[src/rtl/gate_stim_pkg.sv]
// gate_stim_pkg: shared state encoding and counter width helper for gate_stim_seq
package gate_stim_pkg;
  typedef enum logic [1:0] {IDLE, RUN, DONE} state_t;
  function automatic int cnt_w(input int n);
    return (n <= 2) ? 1 : $clog2(n);
  endfunction
endpackage

[src/rtl/gate_ref_check.sv]
// gate_ref_check: compares sampled gate output with AND of the vector, saturating error count and first-error capture
module gate_ref_check #(
  parameter int N_IN = 2,
  parameter int CW   = 8
) (
  input  logic            clk,
  input  logic            rst,
  input  logic            i_clr,
  input  logic            i_samp,
  input  logic [N_IN-1:0] i_vec,
  input  logic            i_c,
  output logic [CW-1:0]   o_err_cnt,
  output logic [N_IN-1:0] o_err_idx
);
  logic [CW-1:0]   r_cnt;
  logic [N_IN-1:0] r_idx;
  logic            r_seen;
  logic            w_miss;
  assign w_miss    = i_samp && (i_c != &i_vec);
  assign o_err_cnt = r_cnt;
  assign o_err_idx = r_idx;
  always_ff @(posedge clk) begin
    if (rst || i_clr) begin
      r_cnt  <= '0;
      r_idx  <= '0;
      r_seen <= 1'b0;
    end else if (w_miss) begin
      r_cnt <= &r_cnt ? r_cnt : r_cnt + 1'b1;
      if (!r_seen) begin
        r_seen <= 1'b1;
        r_idx  <= i_vec;
      end
    end
  end
endmodule

[src/rtl/gate_stim_seq.sv]
// gate_stim_seq: walks all gate input vectors, HOLD cycles each, LOOPS passes per start
// Defining GATE_STIM_CHECK_EN adds the gate_ref_check checker on c; otherwise err outputs stay 0.
module gate_stim_seq
  import gate_stim_pkg::*;
#(
  parameter int N_IN  = 2,
  parameter int HOLD  = 20,
  parameter int LOOPS = 1,
  parameter int CW    = 8
) (
  input  logic            clk,
  input  logic            rst,
  input  logic            start,
  input  logic            stall,
  input  logic            c,
  output logic [N_IN-1:0] vec,
  output logic            valid,
  output logic            busy,
  output logic            done,
  output logic [CW-1:0]   err_cnt,
  output logic [N_IN-1:0] err_idx
);
  localparam int HW = cnt_w(HOLD);
  localparam int LW = cnt_w(LOOPS);
  localparam logic [HW-1:0] HOLD_LAST = HW'(HOLD - 1);
  localparam logic [LW-1:0] LOOP_LAST = LW'(LOOPS - 1);
  state_t          r_state;
  logic [HW-1:0]   r_hold;
  logic [LW-1:0]   r_loop;
  logic [N_IN-1:0] r_vec;
  logic            r_valid;
  logic            r_busy;
  logic            r_done;
  logic            w_hold_end;
  assign w_hold_end = (r_hold == HOLD_LAST);
  assign vec   = r_vec;
  assign valid = r_valid;
  assign busy  = r_busy;
  assign done  = r_done;
  always_ff @(posedge clk) begin
    if (rst) begin
      r_state <= IDLE;
      r_hold  <= '0;
      r_loop  <= '0;
      r_vec   <= '0;
      r_valid <= 1'b0;
      r_busy  <= 1'b0;
      r_done  <= 1'b0;
    end else begin
      r_done <= 1'b0;
      case (r_state)
        IDLE: if (start) begin
          r_state <= RUN;
          r_busy  <= 1'b1;
          r_valid <= 1'b1;
          r_vec   <= '0;
          r_hold  <= '0;
          r_loop  <= '0;
        end
        RUN: if (!stall) begin
          r_hold <= w_hold_end ? '0 : r_hold + 1'b1;
          if (w_hold_end) begin
            r_vec <= r_vec + 1'b1;
            if (&r_vec) begin
              r_loop <= r_loop + 1'b1;
              if (r_loop == LOOP_LAST) begin
                r_state <= DONE;
                r_done  <= 1'b1;
                r_busy  <= 1'b0;
                r_valid <= 1'b0;
              end
            end
          end
        end
        default: r_state <= IDLE;
      endcase
    end
  end
`ifdef GATE_STIM_CHECK_EN
  logic w_clr;
  logic w_samp;
  assign w_clr  = (r_state == IDLE) && start;
  assign w_samp = (r_state == RUN) && !stall && w_hold_end;
  gate_ref_check #(.N_IN(N_IN), .CW(CW)) u_chk (
    .clk      (clk),
    .rst      (rst),
    .i_clr    (w_clr),
    .i_samp   (w_samp),
    .i_vec    (r_vec),
    .i_c      (c),
    .o_err_cnt(err_cnt),
    .o_err_idx(err_idx)
  );
`else
  logic w_unused;
  assign w_unused = c;
  assign err_cnt  = '0;
  assign err_idx  = '0;
`endif
endmodule

[config.mk]
export PLATFORM = sky130hd
export DESIGN_NAME = gate_stim_seq
export DESIGN_NICKNAME = d
export VERILOG_FILES = /design/src/rtl/gate_stim_pkg.sv /design/src/rtl/gate_ref_check.sv /design/src/rtl/gate_stim_seq.sv
export SDC_FILE = /design/constraint.sdc
export NUM_CORES = 1
export LEC_CHECK = 0
export ABC_AREA = 1
export BUFFER_PORTS_ARGS = -buffer_cell sky130_fd_sc_hd__buf_2
export CORE_UTILIZATION = 40
export CTS_BUF_LIST = sky130_fd_sc_hd__clkbuf_8 sky130_fd_sc_hd__clkbuf_16
export CTS_CLUSTER_DIAMETER = 80
export DETAILED_ROUTE_END_ITERATION = 10
export RECOVER_POWER = 25
export SYNTH_ARGS = -nofsm -noshare
export SYNTH_HDL_FRONTEND = slang
export SYNTH_HIERARCHICAL = 1
export SYNTH_SLANG_ARGS = --single-unit
[constraint.sdc]
create_clock -name clk -period 3.7 [get_ports clk]
set_input_delay 0.185 -clock clk [delete_from_list [all_inputs] [get_ports clk]]
set_output_delay 0.185 -clock clk [all_outputs]
set_load 0.01 [all_outputs]
==> results of run 1 <==
[logic make-up after synthesis]
kind of cell	count (synthesis)
AOI/OAI and AO/OA	12
xor gates and xnor gates	2
adders and majority gates	2
and+or+nand+nor	51
DFF	12
other	1
buffers and inverters	24
[metal layers]
metal | global-route usage [%] | vias to the layer above
met2 | 26.5 | 14
met3 | 7.35 | 5
met1 | 20.3 | 272
met5 | 0 | -
li1 | - | 325
met4 | 9.09 | 0
[placed cells by master, fill, tap and decap left out]
| master | count |
|---|---|
| nor2_4 | 1 |
| clkinv_2 | 1 |
| o21ai_0 | 2 |
| nand2_1 | 28 |
| nor2_1 | 11 |
| o21bai_1 | 1 |
| ha_1 | 2 |
| nand2_4 | 1 |
| nand2_2 | 1 |
| buf_2 | 4 |
| a21oi_1 | 9 |
| nand3_1 | 4 |
| nand3_2 | 1 |
| clkbuf_1 | 4 |
| nand3_4 | 1 |
| nor2_2 | 1 |
| inv_1 | 11 |
| clkbuf_8 | 4 |
| nor4_1 | 1 |
| dfxtp_1 | 12 |
| xnor2_1 | 2 |
| inv_2 | 1 |
| nor3_1 | 1 |
| conb_1 | 10 |
[area by class of cell]
type,instances,share of cell area (%)
repair buffers,8,4.42
multi-input cells,77,48.3
inverters,13,6.31
flip-flops and latches,12,30.3
well taps,24,3.79
clock buffers,4,6.94
[metrics by stage]
stage / power, W / instances / setup slack (ps) / instance area [µm²]
after floorplan: 0.000260 / 113 / 2510 / 756
after global placement: 0.000276 / 134 / 2360 / 743
after detailed placement: 0.000279 / 134 / 2330 / 743
after CTS: 0.000426 / 138 / 2300 / 798
after global routing: 0.000454 / 138 / 2130 / 793
final: 0.000420 / 138 / 2310 / 793
[sequential cells by signal, summed over array words and instances (netlist names)]
signal,cells
vec,2
done,1
busy,1
r_loop,1
r_hold,5
r_state,2
[worst max path at each step]
stage / startpoint / to / slack (ps) / depth (start not counted)
after floorplan: r_hold[0] / r_loop / 2510 / 10
after global placement: r_hold[0] / r_loop / 2360 / 10
after detailed placement: r_hold[0] / r_loop / 2330 / 10
after CTS: r_hold[0] / r_loop / 2300 / 10
after global routing: r_hold[0] / r_loop / 2130 / 10
final: r_hold[0] / r_loop / 2310 / 10
[power groups by stage]
stage / sequential, W / clock, W / combinational (W)
final: 0.000158 / 0.000145 / 0.000117
after global routing: 0.000161 / 0.000158 / 0.000135
after CTS: 0.000158 / 0.000149 / 0.000118
after detailed placement: 0.000161 / 0 / 0.000118
after global placement: 0.000160 / 0 / 0.000115
after floorplan: 0.000162 / 0 / 0.0000979
[worst register-to-register path: cells and delay by family, from the launching register on]
family	cells	cell delay (ps)
simple gates	8	630
flops	1	370
fa+ha+maj	1	200
buf+inv	1	60
==> out/qor.yml, run 1 <==
status:
  status: "completed"
critical_path:
  crit_family: "simple AND/OR/NAND/NOR gates"
  startpoint_type: "flop"
  cp_data_required_time_ps: 3840
  crit_slowest_cell: "dfxtp_1"
  worst_setup_path_end_kind: "flop"
  criticalPathCategory: "reg2reg"
  r2r-start: "r_hold[0]"
  r2r_slack_ps: 2310
  critPathMaxStageDelay_ps: 370
  r2r-end: "r_loop"
  crit_path_frequent_cell: "nand2_1"
  worstPathCellList: "ha_1 -> nand2_1 -> inv_1 -> nand2_1 -> nand2_1 -> nand2_1 -> nor2_1 -> nand2_1 -> nand2_1 -> nor2_1"
  crit_buf_inv: 1
  worstPathArrival_ps: 1530
  cp_max_fo: 4
  ff2ff_path_depth: 10
grt:
  grt_antenna_before_repair: 0
  grt_pass1_wl_um: 2380
  grt_pass1_vias: 544
  grt_max_degree: 8
  grt.total_usage_pct: 17.2
  grt_overflow_total: 0
layout:
  layout-drive-gt1-share_pct: 14.0
  regArea_um2: 240
  fillers: 168
  final_core_util_pct: 49.8
  antenna_cells: 0
  nNetsFinal: 122
  syn2layout_area_growth_pct: 9.88
  multiInputGateArea_um2: 383
placement:
  port_buffers: 8
  gp_congestion: 0.785
  dp_hpwl_um: 1030
floorplanning:
  core_area_mm2: 0.00159
  start_util_pct: 45.3
  fp.dieArea_mm2: 0.00198
  rows: 14
  die-width_um: 44.5
  die_h_um: 44.5
  pin_count: 20
route:
  firstDrtPassIters: 3
  wl_per_cell_um: 10.0
  postRouteAntennaNets: 0
  vias_per_cell: 4.46
  dr_wl_met2_um: 626
  wl_met1_um: 663
  route.detailed.drc: 0
  routed_wl_um: 1390
  routed-wl-met3_um: 69
  initialDrtViolationCount: 10
  top_layer_used: "met4"
  via_count: 616
yosys:
  netlist_instances: 104
  yosysWarningCount: 6
  muxShareOfSynthArea_pct: 0
  synth_top_family_by_area: "simple AND/OR/NAND/NOR gates"
  synthXorXnorAreaFrac_pct: 2.43
  synth_area_leaders: "dfxtp_1 (33%), nand2_1 (15%), buf_4 (11%)"
  synth_common_cells: "nand2_1 (28), dfxtp_1 (12), buf_4 (11), inv_1 (11), nor2_1 (11)"
  synth_top_area_cell: "dfxtp_1"
  synth-compound-area-share_pct: 8.67
  ys.flop_type: "dfxtp_1"
  synthArstFlopShare_pct: 0
  ys_seq_area_share_pct: 33.3
  ys_seq_elements: 12
  mappedNetlistArea_um2: 722
  synthSimpleGateAreaFrac_pct: 33.3
  ys_types: 22
  avgSynthCellArea_um2: 6.94
  synth_edf_count: 0
  yosysMostFrequentCell: "nand2_1"
  netlist.area_leader.share_pct: 33.3
  synth_fa_ha_area_share_pct: 3.47
power:
  worst_ir_drop_vdd_uv: 373
  power.density_mw_per_mm2: 530
  p_seq_share_pct: 37.7
  pwr-share-comb_pct: 27.7
  power_frac_clock_pct: 34.6
  netSwitchingFraction_pct: 34.0
  switching_power_w: 0.000143
  internal_power_w: 0.000277
  p_leak_nw: 0.383
timing:
  hold_viol_final: 0
  fin_tns_setup_ps: 0
  slew_viol_final: 0
  rsz0062_at_grt: "false"
  holdWs_ps: 158
  period_share_pct: 37.6
  min_period_ps: 1390
  setup_violations: 0
  fmax_mhz: 719
  fin_skew_ps: 3.25
worst_hold_path:
  hp-class: "in2reg"
  holdPathEnd: "done"
  worstHoldStart: "stall"
  whs_path_depth: 2
run:
  drv_cap: 0
cts:
  hold_buffers: 0
  cts_resized: 0
  clock_sinks: 12
  post-cts-setup-buffers: 0
  clkTransAtPathRegs_ps: 60
  clk_latency_ps: 240
  clockRootBuffer: "clkbuf_8"
  cts-buffers-inserted: 3
  clockBufferDepth: 2
  htreeDepth: 1
  cts_tree: "done"
(Power assumes the default switching activity.)
==> run 2: changes to the inputs <==
--- a/config.mk
+++ b/config.mk
@@ -11,6 +11,7 @@
 export CTS_BUF_LIST = sky130_fd_sc_hd__clkbuf_8 sky130_fd_sc_hd__clkbuf_16
 export CTS_CLUSTER_DIAMETER = 80
 export DETAILED_ROUTE_END_ITERATION = 10
+export PLACE_DENSITY = 0.66
 export RECOVER_POWER = 25
 export SYNTH_ARGS = -nofsm -noshare
 export SYNTH_HDL_FRONTEND = slang
==> constraint.sdc (replaced) <==
create_clock -name clk -period 1.26 [get_ports clk]
set_input_delay 0.063 -clock clk [delete_from_list [all_inputs] [get_ports clk]]
set_output_delay 0.063 -clock clk [all_outputs]
set_load 0.01 [all_outputs]
==> out/qor.yml, run 2 (synthesized netlist as in run 1, its figures left out) <==
status:
  status: "completed"
cts:
  clockBufferDepth: 2  # unchanged
  hold_buffers: 0  # unchanged
  cts-buffers-inserted: 3  # unchanged
  htreeDepth: 1  # unchanged
  clock_sinks: 12  # unchanged
  clkTransAtPathRegs_ps: 50  # about the same
  clk_latency_ps: 240  # about the same
  clockRootBuffer: "clkbuf_8"
  cts_tree: "done"
power:
  pwr-share-comb_pct: 33.8  # +6.1 points
  power.density_mw_per_mm2: 1390  # +160%
  total_power_w: 0.00124  # +190%
  p_leak_nw: 0.414  # +8.2%
  worst_ir_drop_vdd_uv: 936  # +150%
  internal_power_w: 0.000809  # +190%
  power_frac_clock_pct: 27.5  # -7.1 points
  netSwitchingFraction_pct: 34.7  # +0.68 points
  p_seq_share_pct: 38.7  # +1.0 points
  switching_power_w: 0.000430  # +200%
critical_path:
  worst_setup_path_end_kind: "flop"
  worstPathArrival_ps: 1350  # -180 ps
  crit_buf_inv: 1  # unchanged
  startpoint_type: "flop"
  cp_data_required_time_ps: 1430  # -2410 ps
  critPathMaxStageDelay_ps: 330  # -40 ps
  worstPathCellList: "ha_4 -> nand2_2 -> inv_2 -> nand2_4 -> nand2_1 -> nor2_2 -> nand2_1 -> a21oi_1"
  crit_family: "simple AND/OR/NAND/NOR gates"
  critical_path_cell_count: 8  # -2
  crit_path_frequent_cell: "nand2_1"
  cp_max_fo: 3  # -1
  ff2ff_path_depth: 8  # -2
  crit_slowest_cell: "dfxtp_2"
  criticalPathCategory: "reg2reg"
route:
  routed_wl_um: 1410  # +1.9%
  firstDrtPassIters: 4  # +1
  initialDrtViolationCount: 11  # +1
  route.detailed.drc: 0  # unchanged
  via_count: 649  # +5.4%
  postRouteAntennaNets: 0  # unchanged
  wl_per_cell_um: 9.81  # -2.3%
  vias_per_cell: 4.51  # +0.97%
timing:
  period_share_pct: 94.0  # +56 points
  setup_violations: 0  # unchanged
  fmax_mhz: 844  # +17%
  holdWs_ps: 28.3  # -130 ps
  hold_viol_final: 0  # unchanged
  slew_viol_final: 0  # unchanged
  worst_slack_ps: 75.4  # -2230 ps
  min_period_ps: 1180  # -206 ps
  fin_skew_ps: 1.95  # -1.30 ps
layout:
  postLayoutCellArea_um2: 892  # +12%
  layout_common_cells: "nand2_1 (24), inv_1 (10), conb_1 (10)"
  antenna_cells: 0  # unchanged
  regArea_um2: 250  # +4.2%
  final_core_util_pct: 56.0  # +6.2 points
  fillers: 160  # -4.8%
  largest_reg_flops: 5  # unchanged
  final_common_cell: "nand2_1"
  top_register: "r_hold"
  multiInputGateArea_um2: 432  # +13%
  layout-drive-gt1-share_pct: 32.5  # +18 points
  nNetsFinal: 129  # +5.7%
  syn2layout_area_growth_pct: 23.6
grt:
  grt_overflow_total: 0  # unchanged
  grt_max_degree: 8  # unchanged
  grt_antenna_before_repair: 0  # unchanged
  grt.total_usage_pct: 14.6  # -2.6 points
  grt_pass1_wl_um: 2100  # -12%
  grt_pass1_vias: 531  # -2.4%
floorplanning:
  core_area_mm2: 0.00159  # unchanged
  start_util_pct: 45.3  # unchanged
  fp.dieArea_mm2: 0.00198  # unchanged
  rows: 14  # unchanged
  die-width_um: 44.5  # unchanged
  pin_count: 20  # unchanged
  die_h_um: 44.5  # unchanged
worst_hold_path:
  whs_path_depth: 2  # unchanged
  hp-class: "in2reg"
placement:
  gp_congestion: 0.839  # +6.9%
  dp_hpwl_um: 1020  # -0.55%
  port_buffers: 8  # unchanged
  dp_slack_ps: -5.56  # -2340 ps
  placed_area_um2: 781  # +5.1%
run:
  drv_cap: 0  # unchanged
run 2: routing by layer:
layer | vias to the layer above | track usage [%] | routed length, µm
met2 | 15 | 22.9 | 737
met1 | 294 | 18.6 | 614
met4 | 0 | 9.09 | 19
met3 | 4 | 2.45 | 42
li1 | 336 | - | -
met5 | - | 0 | 0
run 2: through the flow:
| step | instances | TNS (ps) |
|---|---|---|
| floorplan | 113 | 0 |
| global placement | 139 | 0 |
| detailed placement | 139 | -5.56 |
| CTS | 142 | 0 |
| global route | 144 | -37.7 |
| finish | 144 | 0 |
run 2: power by group through the flow:
stage | registers, W | clock network [W] | logic [W]
floorplan | 0.000475 | 0 | 0.000288
global placement | 0.000469 | 0 | 0.000357
detailed placement | 0.000470 | 0 | 0.000363
CTS | 0.000463 | 0.000349 | 0.000371
global route | 0.000485 | 0.000362 | 0.000479
finish | 0.000479 | 0.000340 | 0.000419
run 2: cell type report:
class,instances,share of cell area (%)
multi-input combinational,77,48.4
clock buffer,3,4.63
inverter,13,5.61
sequential,12,28.1
timing repair buffer,15,9.96
tap,24,3.37
run 2: path summary, 6_finish.rpt:
| check | startpoint | endpoint | slack, ps |
|---|---|---|---|
| worst max-delay path | r_hold[1] | r_hold[3] | 80 |
| worst min-delay path | stall | done | 30 |
| worst max register to register | r_hold[1] | r_hold[3] | 80 |
| worst min register to register | r_hold[2] | r_hold[2] | 500 |
run 2: what timing repair did:
| action | 4_1_cts | 5_1_grt |
|---|---|---|
| resized for setup | 1 | 21 |
| buffers inserted | 0 | 2 |
| pin swaps | 1 | 5 |
| setup endpoints to repair | 3 | 10 |
==> run 3: changes to the inputs <==
--- a/config.mk
+++ b/config.mk
@@ -8,7 +8,6 @@
 export ABC_AREA = 1
 export BUFFER_PORTS_ARGS = -buffer_cell sky130_fd_sc_hd__buf_2
 export CORE_UTILIZATION = 40
-export CTS_BUF_LIST = sky130_fd_sc_hd__clkbuf_8 sky130_fd_sc_hd__clkbuf_16
 export CTS_CLUSTER_DIAMETER = 80
 export DETAILED_ROUTE_END_ITERATION = 10
 export PLACE_DENSITY = 0.66
==> out/qor.yml, run 3 (synthesized netlist as in run 1, its figures left out) <==
timing:
  fin_skew_ps: 5.11  # +3.15 ps
  slew_viol_final: 0  # unchanged
  fmax_mhz: 839  # -0.60%
  setup_violations: 0  # unchanged
  hold_viol_final: 0  # unchanged
  min_period_ps: 1190  # +7.20 ps
  rsz0062_at_grt: "true"
  period_share_pct: 94.6  # +0.57 points
  holdWs_ps: 35.5  # +7.22 ps
route:
  firstDrtPassIters: 4  # unchanged
  routed-wl-met3_um: 42  # unchanged
  initialDrtViolationCount: 12  # +1
  via_count: 652  # +0.46%
  routed_wl_um: 1400  # -1.1%
  vias_per_cell: 4.53  # +0.46%
  top_layer_used: "met4"
  route.detailed.drc: 0  # unchanged
  wl_met1_um: 632  # +2.9%
  dr_wl_met2_um: 709  # -3.8%
  wl_per_cell_um: 9.70  # -1.1%
  postRouteAntennaNets: 0  # unchanged
critical_path:
  worstPathArrival_ps: 1390  # +40 ps
  ff2ff_path_depth: 8  # unchanged
  r2r_slack_ps: 70  # about the same
  startpoint_type: "flop"
  r2r-end: "r_hold[3]"
  cp_max_fo: 3  # unchanged
  criticalPathCategory: "reg2reg"
  r2r-start: "r_hold[1]"
  worst_setup_path_end_kind: "flop"
  cp_data_required_time_ps: 1460  # +30 ps
grt:
  grt_antenna_before_repair: 0  # unchanged
  grt.total_usage_pct: 14.6  # unchanged
  grt_overflow_total: 0  # unchanged
  grt_pass1_wl_um: 2100  # unchanged
  grt_pass1_vias: 531  # unchanged
  grt_max_degree: 8  # unchanged
status:
  status: "completed"
cts:
  clk_latency_ps: 270  # +30 ps
  cts-buffers-inserted: 3  # unchanged
  clockBufferDepth: 2  # unchanged
  htreeDepth: 1  # unchanged
  clockRootBuffer: "clkbuf_4"
  cts_tree: "done"
  clock_sinks: 12  # unchanged
  clkTransAtPathRegs_ps: 70  # +20 ps
run:
  drv_cap: 0  # unchanged
floorplanning:
  rows: 14  # unchanged
  core_area_mm2: 0.00159  # unchanged
  die_h_um: 44.5  # unchanged
  die-width_um: 44.5  # unchanged
  fp.dieArea_mm2: 0.00198  # unchanged
  pin_count: 20  # unchanged
  start_util_pct: 45.3  # unchanged
layout:
  nNetsFinal: 129  # unchanged
  final_common_cell: "nand2_1"
  largest_reg_flops: 5  # unchanged
  final_cells: 144  # unchanged
  syn2layout_area_growth_pct: 23.1
  layout-drive-gt1-share_pct: 33.3  # +0.83 points
  antenna_cells: 0  # unchanged
  layout_common_cells: "nand2_1 (23), inv_1 (10), conb_1 (10)"
  top_register: "r_hold"
placement:
  gp_congestion: 0.839  # unchanged
  port_buffers: 8  # unchanged
  dp_hpwl_um: 1020  # unchanged
  placed_cells: 139  # unchanged
power:
  power.density_mw_per_mm2: 1280  # -7.5%
  p_leak_nw: 0.421  # +1.6%
  worst_ir_drop_vdd_uv: 848  # -9.5%
worst_hold_path:
  holdPathEnd: "r_hold[1]"
  hp-class: "in2reg"
  whs_path_depth: 2  # unchanged
  worstHoldStart: "rst"
run 3: critical path, cell delays in order, from the launching register on:
cell and delay, ps:
dfxtp_2 340, ha_4 160, nand2_2 60, inv_2 40, nand2_4 70, nand2_2 80
nor2_2 180, nand2_1 70, a21oi_1 120
run 3: power by group:
group | leakage (nW) | switching (W) | internal [W]
sequential | 0.101 | 0.0000507 | 0.000429
clock | 0.0138 | 0.000121 | 0.000110
combinational | 0.306 | 0.000256 | 0.000173
total | 0.421 | 0.000428 | 0.000713
run 3: layer usage:
| metal | vias up | track usage (%) |
|---|---|---|
| li1 | 339 | - |
| met1 | 298 | 18.6 |
| met2 | 13 | 22.9 |
| met3 | 2 | 2.45 |
| met4 | 0 | 9.09 |
| met5 | - | 0 |
run 3: final cells by class:
| cell class | instances | area, µm² |
|---|---|---|
| Timing Repair Buffer | 15 | 93.8 |
| Multi-Input combinational cell | 77 | 442 |
| Tap cell | 24 | 30.0 |
| Inverter | 13 | 50.0 |
| Clock buffer | 3 | 22.5 |
| Sequential cell | 12 | 250 |
| Fill cell | 156 | 706 |
run 3: worst max-delay path by stage:
stage | start | end | slack, ps | depth (start not counted)
after floorplan | r_hold[0] | r_loop | 70 | 10
after global placement | r_hold[0] | r_loop | 2 | 10
after detailed placement | r_hold[0] | r_loop | -6 | 10
after CTS | r_hold[0] | r_hold[3] | 4 | 8
after global routing | vec[0] | busy | -30 | 6
final | r_hold[1] | r_hold[3] | 70 | 8
run 3: through the flow:
step	instance area (µm²)	total power (W)	setup TNS, ps	setup WS (ps)	utilization, %
finish	888	0.00114	0	68.2	55.7
global route	888	0.00123	-48.6	-33.4	55.7
CTS	816	0.00107	0	3.89	51.2
detailed placement	781	0.000833	-5.56	-5.56	49.0
global placement	781	0.000826	0	2.16	49.0
floorplan	756	0.000762	0	70.5	-
run 3: repair_timing:
| action | CTS | global route |
|---|---|---|
| pin swaps | 1 | 7 |
| setup endpoints to repair | 3 | 12 |
| resized for setup | 1 | 22 |
| setup buffers | 0 | 1 |
| hold endpoints to repair | 1 | 0 |
| hold buffers | 1 | 0 |
